$ cat src/rtl/eth_crc_stream.sv
// Multi-lane streaming CRC engine (FCS generate / residue check); result strobes one clock after the last beat.
// s_ready drops only for the single DONE cycle between frames; mid-frame s_valid gaps simply hold state.
module eth_crc_stream #(
  parameter int                 CRC_LEN    = 32,
  parameter logic [CRC_LEN-1:0] POLY       = 32'h04C11DB7,
  parameter logic [CRC_LEN-1:0] INIT       = 32'hFFFFFFFF,
  parameter logic [CRC_LEN-1:0] XOR_OUT    = 32'hFFFFFFFF,
  parameter bit                 REFIN      = 1'b1,
  parameter bit                 REFOUT     = 1'b1,
  parameter int                 DATA_BYTES = 4,
  parameter logic [CRC_LEN-1:0] RESIDUE    = 32'hC704DD7B,
  parameter int                 LEN_W      = 16
) (
  input  logic                    clk,
  input  logic                    rst,
  input  logic                    s_valid,
  output logic                    s_ready,
  input  logic [8*DATA_BYTES-1:0] s_data,
  input  logic [DATA_BYTES-1:0]   s_keep,
  input  logic                    s_last,
  input  logic                    check_mode,
  output logic                    crc_valid,
  output logic [CRC_LEN-1:0]      crc_out,
  output logic                    crc_ok,
  output logic [LEN_W-1:0]        frame_len,
  output logic                    keep_err
);

  localparam int CNT_W = $clog2(DATA_BYTES + 1);

  typedef enum logic [1:0] {
    IDLE = 2'd0,
    ACC  = 2'd1,
    DONE = 2'd2
  } state_t;

  state_t             state_q, state_d;
  logic [CRC_LEN-1:0] crc_q, crc_d;
  logic [LEN_W-1:0]   len_q, len_d;
  logic               mode_q, mode_d;
  logic [CRC_LEN-1:0] crc_out_q, crc_out_d;
  logic               crc_ok_q, crc_ok_d;
  logic [LEN_W-1:0]   frame_len_q, frame_len_d;
  logic               keep_err_q, keep_err_d;

  logic               accept;
  logic [CRC_LEN-1:0] crc_base;
  logic [CRC_LEN-1:0] crc_next;
  logic [LEN_W-1:0]   len_base;
  logic [LEN_W:0]     len_sum;
  logic [LEN_W-1:0]   len_next;
  logic [CNT_W-1:0]   lane_cnt;
  logic [DATA_BYTES-1:0] keep_inc;
  logic               keep_contig;
  logic               mode_eff;

  // One byte through the MSB-first register: optional input reflection, then 8 shift/XOR steps.
  function automatic logic [CRC_LEN-1:0] crc_byte(input logic [CRC_LEN-1:0] c_in,
                                                  input logic [7:0]         b_in);
    logic [CRC_LEN-1:0] c;
    logic [7:0]         b;
    b = b_in;
    if (REFIN) begin
      for (int i = 0; i < 8; i++) b[i] = b_in[7-i];
    end
    c = c_in;
    c[CRC_LEN-1 -: 8] = c[CRC_LEN-1 -: 8] ^ b;
    for (int k = 0; k < 8; k++) begin
      c = c[CRC_LEN-1] ? ((c << 1) ^ POLY) : (c << 1);
    end
    return c;
  endfunction

  function automatic logic [CRC_LEN-1:0] bit_rev(input logic [CRC_LEN-1:0] v);
    logic [CRC_LEN-1:0] r;
    r = '0;
    for (int i = 0; i < CRC_LEN; i++) r[i] = v[CRC_LEN-1-i];
    return r;
  endfunction

  assign s_ready = !rst && (state_q != DONE);
  assign accept  = s_valid && s_ready;

  // Datapath for the beat currently offered; only committed when the beat is accepted.
  always_comb begin
    crc_base = (state_q == IDLE) ? INIT : crc_q;
    len_base = (state_q == IDLE) ? '0 : len_q;
    mode_eff = (state_q == IDLE) ? check_mode : mode_q;
    crc_next = crc_base;
    lane_cnt = '0;
    for (int i = 0; i < DATA_BYTES; i++) begin
      if (!s_last || s_keep[i]) begin
        crc_next = crc_byte(crc_next, s_data[8*i +: 8]);
        lane_cnt = lane_cnt + CNT_W'(1);
      end
    end
    len_sum  = {1'b0, len_base} + (LEN_W+1)'(lane_cnt);
    len_next = len_sum[LEN_W] ? {LEN_W{1'b1}} : len_sum[LEN_W-1:0];
    // A legal keep is 0..01..1: nonzero, and adding one clears every set bit.
    keep_inc    = s_keep + DATA_BYTES'(1);
    keep_contig = (s_keep != '0) && ((s_keep & keep_inc) == '0);
  end

  always_comb begin
    state_d     = state_q;
    crc_d       = crc_q;
    len_d       = len_q;
    mode_d      = mode_q;
    crc_out_d   = crc_out_q;
    crc_ok_d    = crc_ok_q;
    frame_len_d = frame_len_q;
    keep_err_d  = keep_err_q;

    case (state_q)
      IDLE, ACC: begin
        if (accept) begin
          if (state_q == IDLE) mode_d = check_mode;
          crc_d   = crc_next;
          len_d   = len_next;
          state_d = s_last ? DONE : ACC;
          if (s_last) begin
            crc_out_d   = (REFOUT ? bit_rev(crc_next) : crc_next) ^ XOR_OUT;
            crc_ok_d    = mode_eff && (crc_next == RESIDUE);
            frame_len_d = len_next;
            keep_err_d  = !keep_contig;
          end
        end
      end
      DONE:    state_d = IDLE;
      default: state_d = IDLE;
    endcase
  end

  always_ff @(posedge clk) begin
    if (rst) begin
      state_q     <= IDLE;
      crc_q       <= INIT;
      len_q       <= '0;
      mode_q      <= 1'b0;
      crc_out_q   <= '0;
      crc_ok_q    <= 1'b0;
      frame_len_q <= '0;
      keep_err_q  <= 1'b0;
    end else begin
      state_q     <= state_d;
      crc_q       <= crc_d;
      len_q       <= len_d;
      mode_q      <= mode_d;
      crc_out_q   <= crc_out_d;
      crc_ok_q    <= crc_ok_d;
      frame_len_q <= frame_len_d;
      keep_err_q  <= keep_err_d;
    end
  end

  assign crc_valid = (state_q == DONE);
  assign crc_out   = crc_out_q;
  assign crc_ok    = crc_ok_q;
  assign frame_len = frame_len_q;
  assign keep_err  = keep_err_q;

endmodule

$ cat config.mk
export PLATFORM = sky130hd
export DESIGN_NAME = eth_crc_stream
export DESIGN_NICKNAME = d
export VERILOG_FILES = /design/src/rtl/eth_crc_stream.sv
export SDC_FILE = /design/constraint.sdc
export NUM_CORES = 1
export LEC_CHECK = 0
export ABC_AREA = 1
export BUFFER_PORTS_ARGS = -buffer_cell sky130_fd_sc_hd__buf_2
export CAP_MARGIN = 20
export CORE_ASPECT_RATIO = 2
export CORE_MARGIN = 4
export CORE_UTILIZATION = 30
export DETAILED_ROUTE_END_ITERATION = 7
export PLACE_DENSITY = 0.42
export SYNTH_ARGS = -nofsm -noshare
export SYNTH_HDL_FRONTEND = slang
export SYNTH_SLANG_ARGS = --single-unit
$ cat constraint.sdc
create_clock -name clk -period 10.35 [get_ports clk]
set_clock_uncertainty 0.1 [all_clocks]
set_input_delay 2.07 -clock clk [delete_from_list [all_inputs] [get_ports clk]]
set_output_delay 2.07 -clock clk [all_outputs]
set_load 0.1 [all_outputs]
==> impl_metrics.env, run 1 <==
export IMPL_initial_core_util_pct=30.30
export IMPL_drive_above_1_share_pct=13.26
export IMPL_crit_path_end_kind="flop"
export IMPL_portBuffers=92
export IMPL_status="finished clean"
export IMPL_power_leakage_uw=0.007235
export IMPL_syn_area_um2=11950
export IMPL_powerDensity_nw_per_um2=266.6
export IMPL_yosys_warnings=0
export IMPL_slew_viol_final=0
export IMPL_cts_tree="done"
export IMPL_synthAdderAreaFrac_pct=0.7959
export IMPL_synth_top_family_by_area="simple AND/OR/NAND/NOR gates"
export IMPL_placed_area_um2=12860
export IMPL_period_share_pct=69.01
export IMPL_routed_wl_mm=60.81
export IMPL_gr_usage_all_layers_pct=27.66
export IMPL_routabilityCongestion=0.9909
export IMPL_ys_top_cells_by_count="nand2_1, nand3_1, inv_1, nand2_2, dfxtp_1"
export IMPL_setup_viol=0
export IMPL_ios=93
export IMPL_drt_first_pass_iters=5
export IMPL_numCtsBuffers=9
export IMPL_num_vias=14450
export IMPL_synth_simple_gate_area_share_pct=59.62
export IMPL_worstPathArrival_ns=7.36
export IMPL_min_path_cells=2
export IMPL_critPathSlowestCell="o21ai_0"
export IMPL_fmax_mhz=140.0
export IMPL_syn_num_nets=2287
export IMPL_setup_ws_ns=3.207
export IMPL_netlist_instances=2239
export IMPL_synth_compound_area_share_pct=9.561
export IMPL_tns_ns=0
export IMPL_async_flop_share_pct=0
export IMPL_worst_slew_pin_slew_ns=1.119
export IMPL_cts_num_sinks=101
export IMPL_crit_type="input pin to flop"
export IMPL_place_ws_ns=2.876
export IMPL_synth_mux_area_share_pct=0
export IMPL_hold_start="crc_out[8]"
export IMPL_area_growth_pct=10.29
export IMPL_critPathMaxFanout=38
export IMPL_yosys_top_cells_area="nand2_1, dfxtp_1, nand3_1"
export IMPL_dieArea_um2=43280
export IMPL_postCtsSetupBuffers=0
export IMPL_drtIter0Drc=883
export IMPL_r2r_cells=38
export IMPL_avgViaCountPerCell=5.125
export IMPL_hold_path_end="crc_out[8]"
export IMPL_antenna_found_initial=1
export IMPL_fin_crit_ns=7.143
export IMPL_synth_flop_cell="dfxtp_1"
export IMPL_dp_hpwl_mm=50.64
export IMPL_grt_max_degree=86
export IMPL_synth_top_area_share_pct=30.03
export IMPL_ys_seq_area_share_pct=16.92
export IMPL_clk_latency_ns=0.38
export IMPL_ant_nets=0
export IMPL_htreeDepth=3
export IMPL_rrSetupSlack_ns=4.58
export IMPL_relSlewSlack_pct=24.62
export IMPL_stdcell_area_um2=13180
export IMPL_cts_buffer_depth=2
export IMPL_grt_overflow=0
export IMPL_clk_pin_slew_ns=0.09
export IMPL_die_h_um=290.2
export IMPL_ys_seq_elements=101
export IMPL_nets=2336
export IMPL_cts_resized=0
export IMPL_required_ns=10.57
export IMPL_r2r_end="crc_ok"
export IMPL_maxCapViolCount=0
export IMPL_grt_pass1_wl_mm=89.09
export IMPL_synthXorXnorAreaFrac_pct=3.215
export IMPL_synth_edf_count=0
export IMPL_hold_class="flop to flop"
export IMPL_hold_violations=0
export IMPL_core_area_um2=39440
export IMPL_cts_hold_buffers=0
export IMPL_synth_most_common_cell="nand2_1"
export IMPL_ir_drop_mv=0.1694
export IMPL_synth_top_cell_by_area="nand2_1"
export IMPL_critPathMaxStageDelay_ns=0.80
export IMPL_critPathMostFrequentCell="nand2_1"
export IMPL_cts_root_buf="clkbuf_16"
export IMPL_grt_pass1_vias=13910
export IMPL_placementRows=103
export IMPL_critPathLaunchType="input pin"
export IMPL_grt_setup_unrepaired="false"
export IMPL_die_x_um=149.1
export IMPL_drc=0
export IMPL_wl_per_cell_um=21.57
export IMPL_avgSynthCellArea_um2=5.336
export IMPL_r2r_start="state_q[1]"
export IMPL_yosysUniqueCellTypes=49
==> final cells by class <==
type	count	area [um2]
Timing Repair Buffer	105	558.0
Antenna cell	1	2.502
Fill cell	4631	26260
Multi-Input combinational cell	1844	8775
Clock buffer	9	225.2
Inverter	227	852.1
Tap cell	525	656.9
Sequential cell	101	2022
Clock inverter	7	86.33
==> flip-flops by register name (all words and copies together) (netlist names) <==
signal	count
crc_q	32
len_q	16
state_q	2
frame_len	16
crc_out	32
crc_ok	1
mode_q	1
keep_err	1
==> kinds of logic (layout without fill, tap and decap cells) <==
| group | Yosys count | after routing |
|---|---|---|
| and+or+nand+nor | 1599 | 1599 |
| buffers and inverters | 294 | 348 |
| AOI/OAI and AO/OA | 195 | 195 |
| DFF | 101 | 101 |
| xor gates and xnor gates | 43 | 43 |
| adders and majority gates | 7 | 7 |
| other | 0 | 1 |
==> worst max-delay path by stage <==
stage / start / endpoint / slack [ns] / cells past startpoint
after detailed placement: s_last / crc_ok / 2.88 / 36
after global placement: s_last / crc_ok / 2.96 / 36
final: s_last / crc_ok / 3.21 / 33
after CTS: s_last / crc_ok / 3.26 / 36
after floorplan: s_last / frame_len[0] / 3.92 / 29
after global routing: s_last / crc_ok / 2.72 / 36
==> worst max-delay path, delay by kind of cell <==
kind                      cells  cell delay [ns]
buffers and inverters         5             1.17
xor gates and xnor gates      1             0.20
AOI/OAI and AO/OA             2             0.90
and+or+nand+nor              25             2.96
==> power by group <==
group	internal (uW)	switching [uW]
logic	671	1970
registers	448	58.7
clock network	175	186
==> metal layers <==
metal	routed length [um]	vias to the layer above	GRT usage [%]
li1	-	7265	-
met1	20960	6589	27.84
met2	31570	446	50.75
met3	2280	147	2.590
met4	5993	0	21.79
met5	0	-	0
==> cells in the final DEF (no fill, tap or decap), drive strengths merged, types with 2 or more instances in the layout <==
cell,count
nor3,3
dfxtp,101
nor4,3
o211ai,20
nand2,1075
nor2,103
xor2,33
o22ai,32
xnor2,10
a22oi,2
nand3,397
nand4,9
a21boi,3
buf,105
inv,230
clkbuf,9
a21oi,39
or2,5
o21bai,13
nand3b,3
clkinv,4
ha,6
o21ai,80
==> stage by stage <==
step / hold WS, ns / total power, uW / util, % / std cells
after global routing: 0.3872 / 3785 / 33.41 / 2818
final: 0.3779 / 3513 / 33.42 / 2819
after detailed placement: 0.3598 / 3133 / 32.62 / 2802
after global placement: 0.3617 / 3126 / 32.62 / 2802
after CTS: 0.3776 / 3503 / 33.41 / 2818
after floorplan: 0.3471 / 2231 / - / 2239
Power figures use the tool's default switching activity.
==> inputs of run 2 (changes only) <==
--- a/config.mk
+++ b/config.mk
@@ -5,7 +5,7 @@
 export SDC_FILE = /design/constraint.sdc
 export NUM_CORES = 1
 export LEC_CHECK = 0
-export ABC_AREA = 1
+export ABC_AREA = 0
 export BUFFER_PORTS_ARGS = -buffer_cell sky130_fd_sc_hd__buf_2
 export CAP_MARGIN = 20
 export CORE_ASPECT_RATIO = 2
==> constraint.sdc (replaced) <==
create_clock -name clk -period 7.5 [get_ports clk]
set_clock_uncertainty 0.1 [all_clocks]
set_input_delay 1.5 -clock clk [delete_from_list [all_inputs] [get_ports clk]]
set_output_delay 1.5 -clock clk [all_outputs]
set_load 0.1 [all_outputs]
==> run 2 against run 1 <==
Effect of this change:
- sequential cell count unchanged
- register-to-register slack worse by 4.0 ns
- utilization increased by 2.7 points
- clock-buffer cell count unchanged
- global-route usage down 5.1 points
- routed wire length is 29% lower
- sequential share of layout area rose by 0.95 points
- final cell count down 32%
- synthesized cell count fell by 41%
- first-iteration DRC count shrank 21%
- non-clock buffer count rose by 127
==> impl_metrics.env, run 2 <==
export IMPL_drtIter0Drc=696
export IMPL_placementRows=96
export IMPL_post_route_util_pct=36.13
export IMPL_critPathLaunchType="input pin"
export IMPL_htreeDepth=3
export IMPL_critical_path_cell_chain="buf_2 > xnor2_1 > buf_4 > nor3_1 > nor4_1 > a2111oi_2 > buf_4 > and3_1 > nor2_1 > nor4b_1 > nor4_4 > buf_4 > xnor3_1 > buf_4 > a21oi_1 > nor4_4 > buf_4 > xor2_1 > xnor2_1 > xnor2_1 > o21ai_0 > or4_1 > or4_1 > o21ai_1"
export IMPL_grt_setup_unrepaired="false"
export IMPL_rrSetupSlack_ns=0.63
export IMPL_crit_type="input pin to flop"
export IMPL_drt_first_pass_iters=5
export IMPL_avgViaCountPerCell=5.234
export IMPL_status="finished clean"
export IMPL_cts_hold_buffers=0
export IMPL_critPathMostFrequentCell="buf_4"
export IMPL_layout_area_seq_um2=2022
export IMPL_crit_path_end_kind="flop"
export IMPL_critPathSlowestCell="or4_1"
export IMPL_antenna_found_initial=1
export IMPL_postCtsSetupBuffers=0
export IMPL_portBuffers=92
export IMPL_ys_seq_elements=101
export IMPL_synth_edf_count=0
export IMPL_r2r_end="crc_ok"
export IMPL_tns_ns=0
export IMPL_period_share_pct=94.61
export IMPL_drive_above_1_share_pct=19.68
export IMPL_hold_violations=0
export IMPL_synth_flop_cell="dfxtp_1"
export IMPL_core_area_um2=34350
export IMPL_cts_resized=0
export IMPL_cts_tree="done"
export IMPL_routed_wl_mm=43.43
export IMPL_async_flop_share_pct=0
export IMPL_dieArea_um2=37930
export IMPL_nets=1527
export IMPL_die_h_um=271.5
export IMPL_drc=0
export IMPL_avgSynthCellArea_um2=7.840
export IMPL_grt_max_degree=80
export IMPL_synth_most_common_cell="xnor2_1"
export IMPL_routabilityCongestion=0.9397
export IMPL_initial_core_util_pct=30.31
export IMPL_clk_latency_ns=0.37
export IMPL_yosysUniqueCellTypes=84
export IMPL_final_cell_mix="xnor2_1, nor2_1, buf_4"
export IMPL_numCtsBuffers=9
export IMPL_hold_class="flop to flop"
export IMPL_maxCapViolCount=0
export IMPL_cts_root_buf="clkbuf_16"
export IMPL_grt_pass1_vias=10330
export IMPL_ios=93
export IMPL_netlist_instances=1328
export IMPL_clk_pin_slew_ns=0.07
export IMPL_fin_crit_ns=7.096
export IMPL_area_growth_pct=19.20
export IMPL_multiInputGateArea_um2=7956
export IMPL_cp_top_family="simple AND/OR/NAND/NOR gates"
export IMPL_final_common_cell="xnor2_1"
export IMPL_ant_nets=0
export IMPL_slew_viol_final=0
export IMPL_synth_top_cell_by_area="dfxtp_1"
export IMPL_dp_hpwl_mm=35.37
export IMPL_r2r_start="state_q[1]"
export IMPL_cts_buffer_depth=2
export IMPL_required_ns=7.70
export IMPL_cts_num_sinks=101
export IMPL_fillers=3743
export IMPL_grt_overflow=0
export IMPL_gr_usage_all_layers_pct=22.51
export IMPL_die_x_um=139.7
export IMPL_hold_path_end="crc_out[9]"
export IMPL_setup_viol=0
export IMPL_yosys_warnings=0
export IMPL_cp_buffers_inverters=6
export IMPL_worstPathArrival_ns=7.29
export IMPL_min_path_cells=2
export IMPL_critPathMaxStageDelay_ns=0.57
export IMPL_fmax_mhz=140.9
export IMPL_ys_seq_area_share_pct=19.42
export IMPL_num_vias=10080
export IMPL_ys_top_cells_by_count="xnor2_1, nor2_1, nand2_1, o21ai_0, dfxtp_1"
export IMPL_wl_per_cell_um=22.55
export IMPL_synth_top_area_share_pct=19.42
export IMPL_grt_pass1_wl_mm=64.84
export IMPL_syn_area_um2=10410
export IMPL_yosys_top_cells_area="dfxtp_1, xnor2_1, xnor3_1"
export IMPL_worst_slew_pin_slew_ns=0.9276
export IMPL_syn_num_nets=1376
export IMPL_hold_start="crc_out[9]"
export IMPL_relSlewSlack_pct=38.03
export IMPL_r2r_cells=19
export IMPL_critPathMaxFanout=5
[run 2: changes by cell type in the layout (fill, tap and decap cells not counted), moves of 40 or more]
| cell | change |
|---|---|
| inv_1 | -208 |
| nor2_1 | +67 |
| nand3_1 | -344 |
| o21ai_0 | +47 |
| nand2_1 | -832 |
| a21oi_1 | +49 |
| xnor2_1 | +158 |
| buf_4 | +125 |
| nand2_2 | -104 |
| xor2_1 | +40 |
[run 2: how the worst max path moves through the flow]
stage / depth (start not counted) / slack, ns / startpoint / end
final: 24 / 0.40 / s_data[1] / crc_ok
after global routing: 21 / 0.06 / s_data[2] / crc_ok
after CTS: 21 / 0.41 / s_data[1] / crc_ok
after detailed placement: 20 / 0.07 / s_data[0] / crc_ok
after global placement: 20 / 0.03 / s_data[0] / crc_ok
after floorplan: 19 / 0.35 / s_data[4] / crc_ok
[run 2: final cells by class]
| cell class | instances | area share [%] |
|---|---|---|
| clock buffers | 9 | 1.815 |
| flip-flops and latches | 101 | 16.29 |
| multi-input cells | 1127 | 64.11 |
| repair buffers | 232 | 12.38 |
| diodes | 1 | 0.02016 |
| well taps | 441 | 4.446 |
| clock inverters | 7 | 0.6956 |
| inverters | 8 | 0.2420 |
[run 2: metal layers]
| metal | vias to the layer above | track usage (%) | part of all wire (%) |
|---|---|---|---|
| li1 | 4953 | - | - |
| met1 | 4817 | 23.26 | 36 |
| met2 | 228 | 43.01 | 54 |
| met3 | 83 | 1.745 | 2.2 |
| met4 | 0 | 13.91 | 7.4 |
| met5 | - | 0 | 0 |
[run 2: logic make-up after synthesis]
group / Yosys count / share of synthesized area (%)
muxes: 43 / 4.254
adders and majority gates: 7 / 0.9133
xor gates and xnor gates: 288 / 30.24
and+or+nand+nor: 463 / 21.21
AOI/OAI and AO/OA: 326 / 19.54
buffers and inverters: 100 / 4.423
DFF: 101 / 19.42
[run 2: worst reg2reg max path, delay by kind of cell, from the launching register on]
kind                   cells  cell delay, ns
XOR/XNOR                   6            1.69
multiplexers               1            0.43
AND/OR/NAND/NOR            6            2.45
flip-flops                 1            0.64
AO/OA/AOI/OAI              5            1.29
buffers and inverters      1            0.18
[run 2: stage by stage]
step	setup WS (ns)	std cells	cell area, um2	hold slack, ns
2_1_floorplan	0.3539	1328	10410	0.3241
3_5_place_dp	0.06687	1909	12090	0.3465
5_1_grt	0.06361	1925	12410	0.3958
6_report	0.4042	1926	12410	0.3608
3_3_place_gp	0.02655	1909	12090	0.3429
4_1_cts	0.4076	1925	12400	0.3640
Power of run 2 is left out: the tool's default activity adds up to more than one toggle a clock period on the data nets, which glitch-free logic cannot reach.
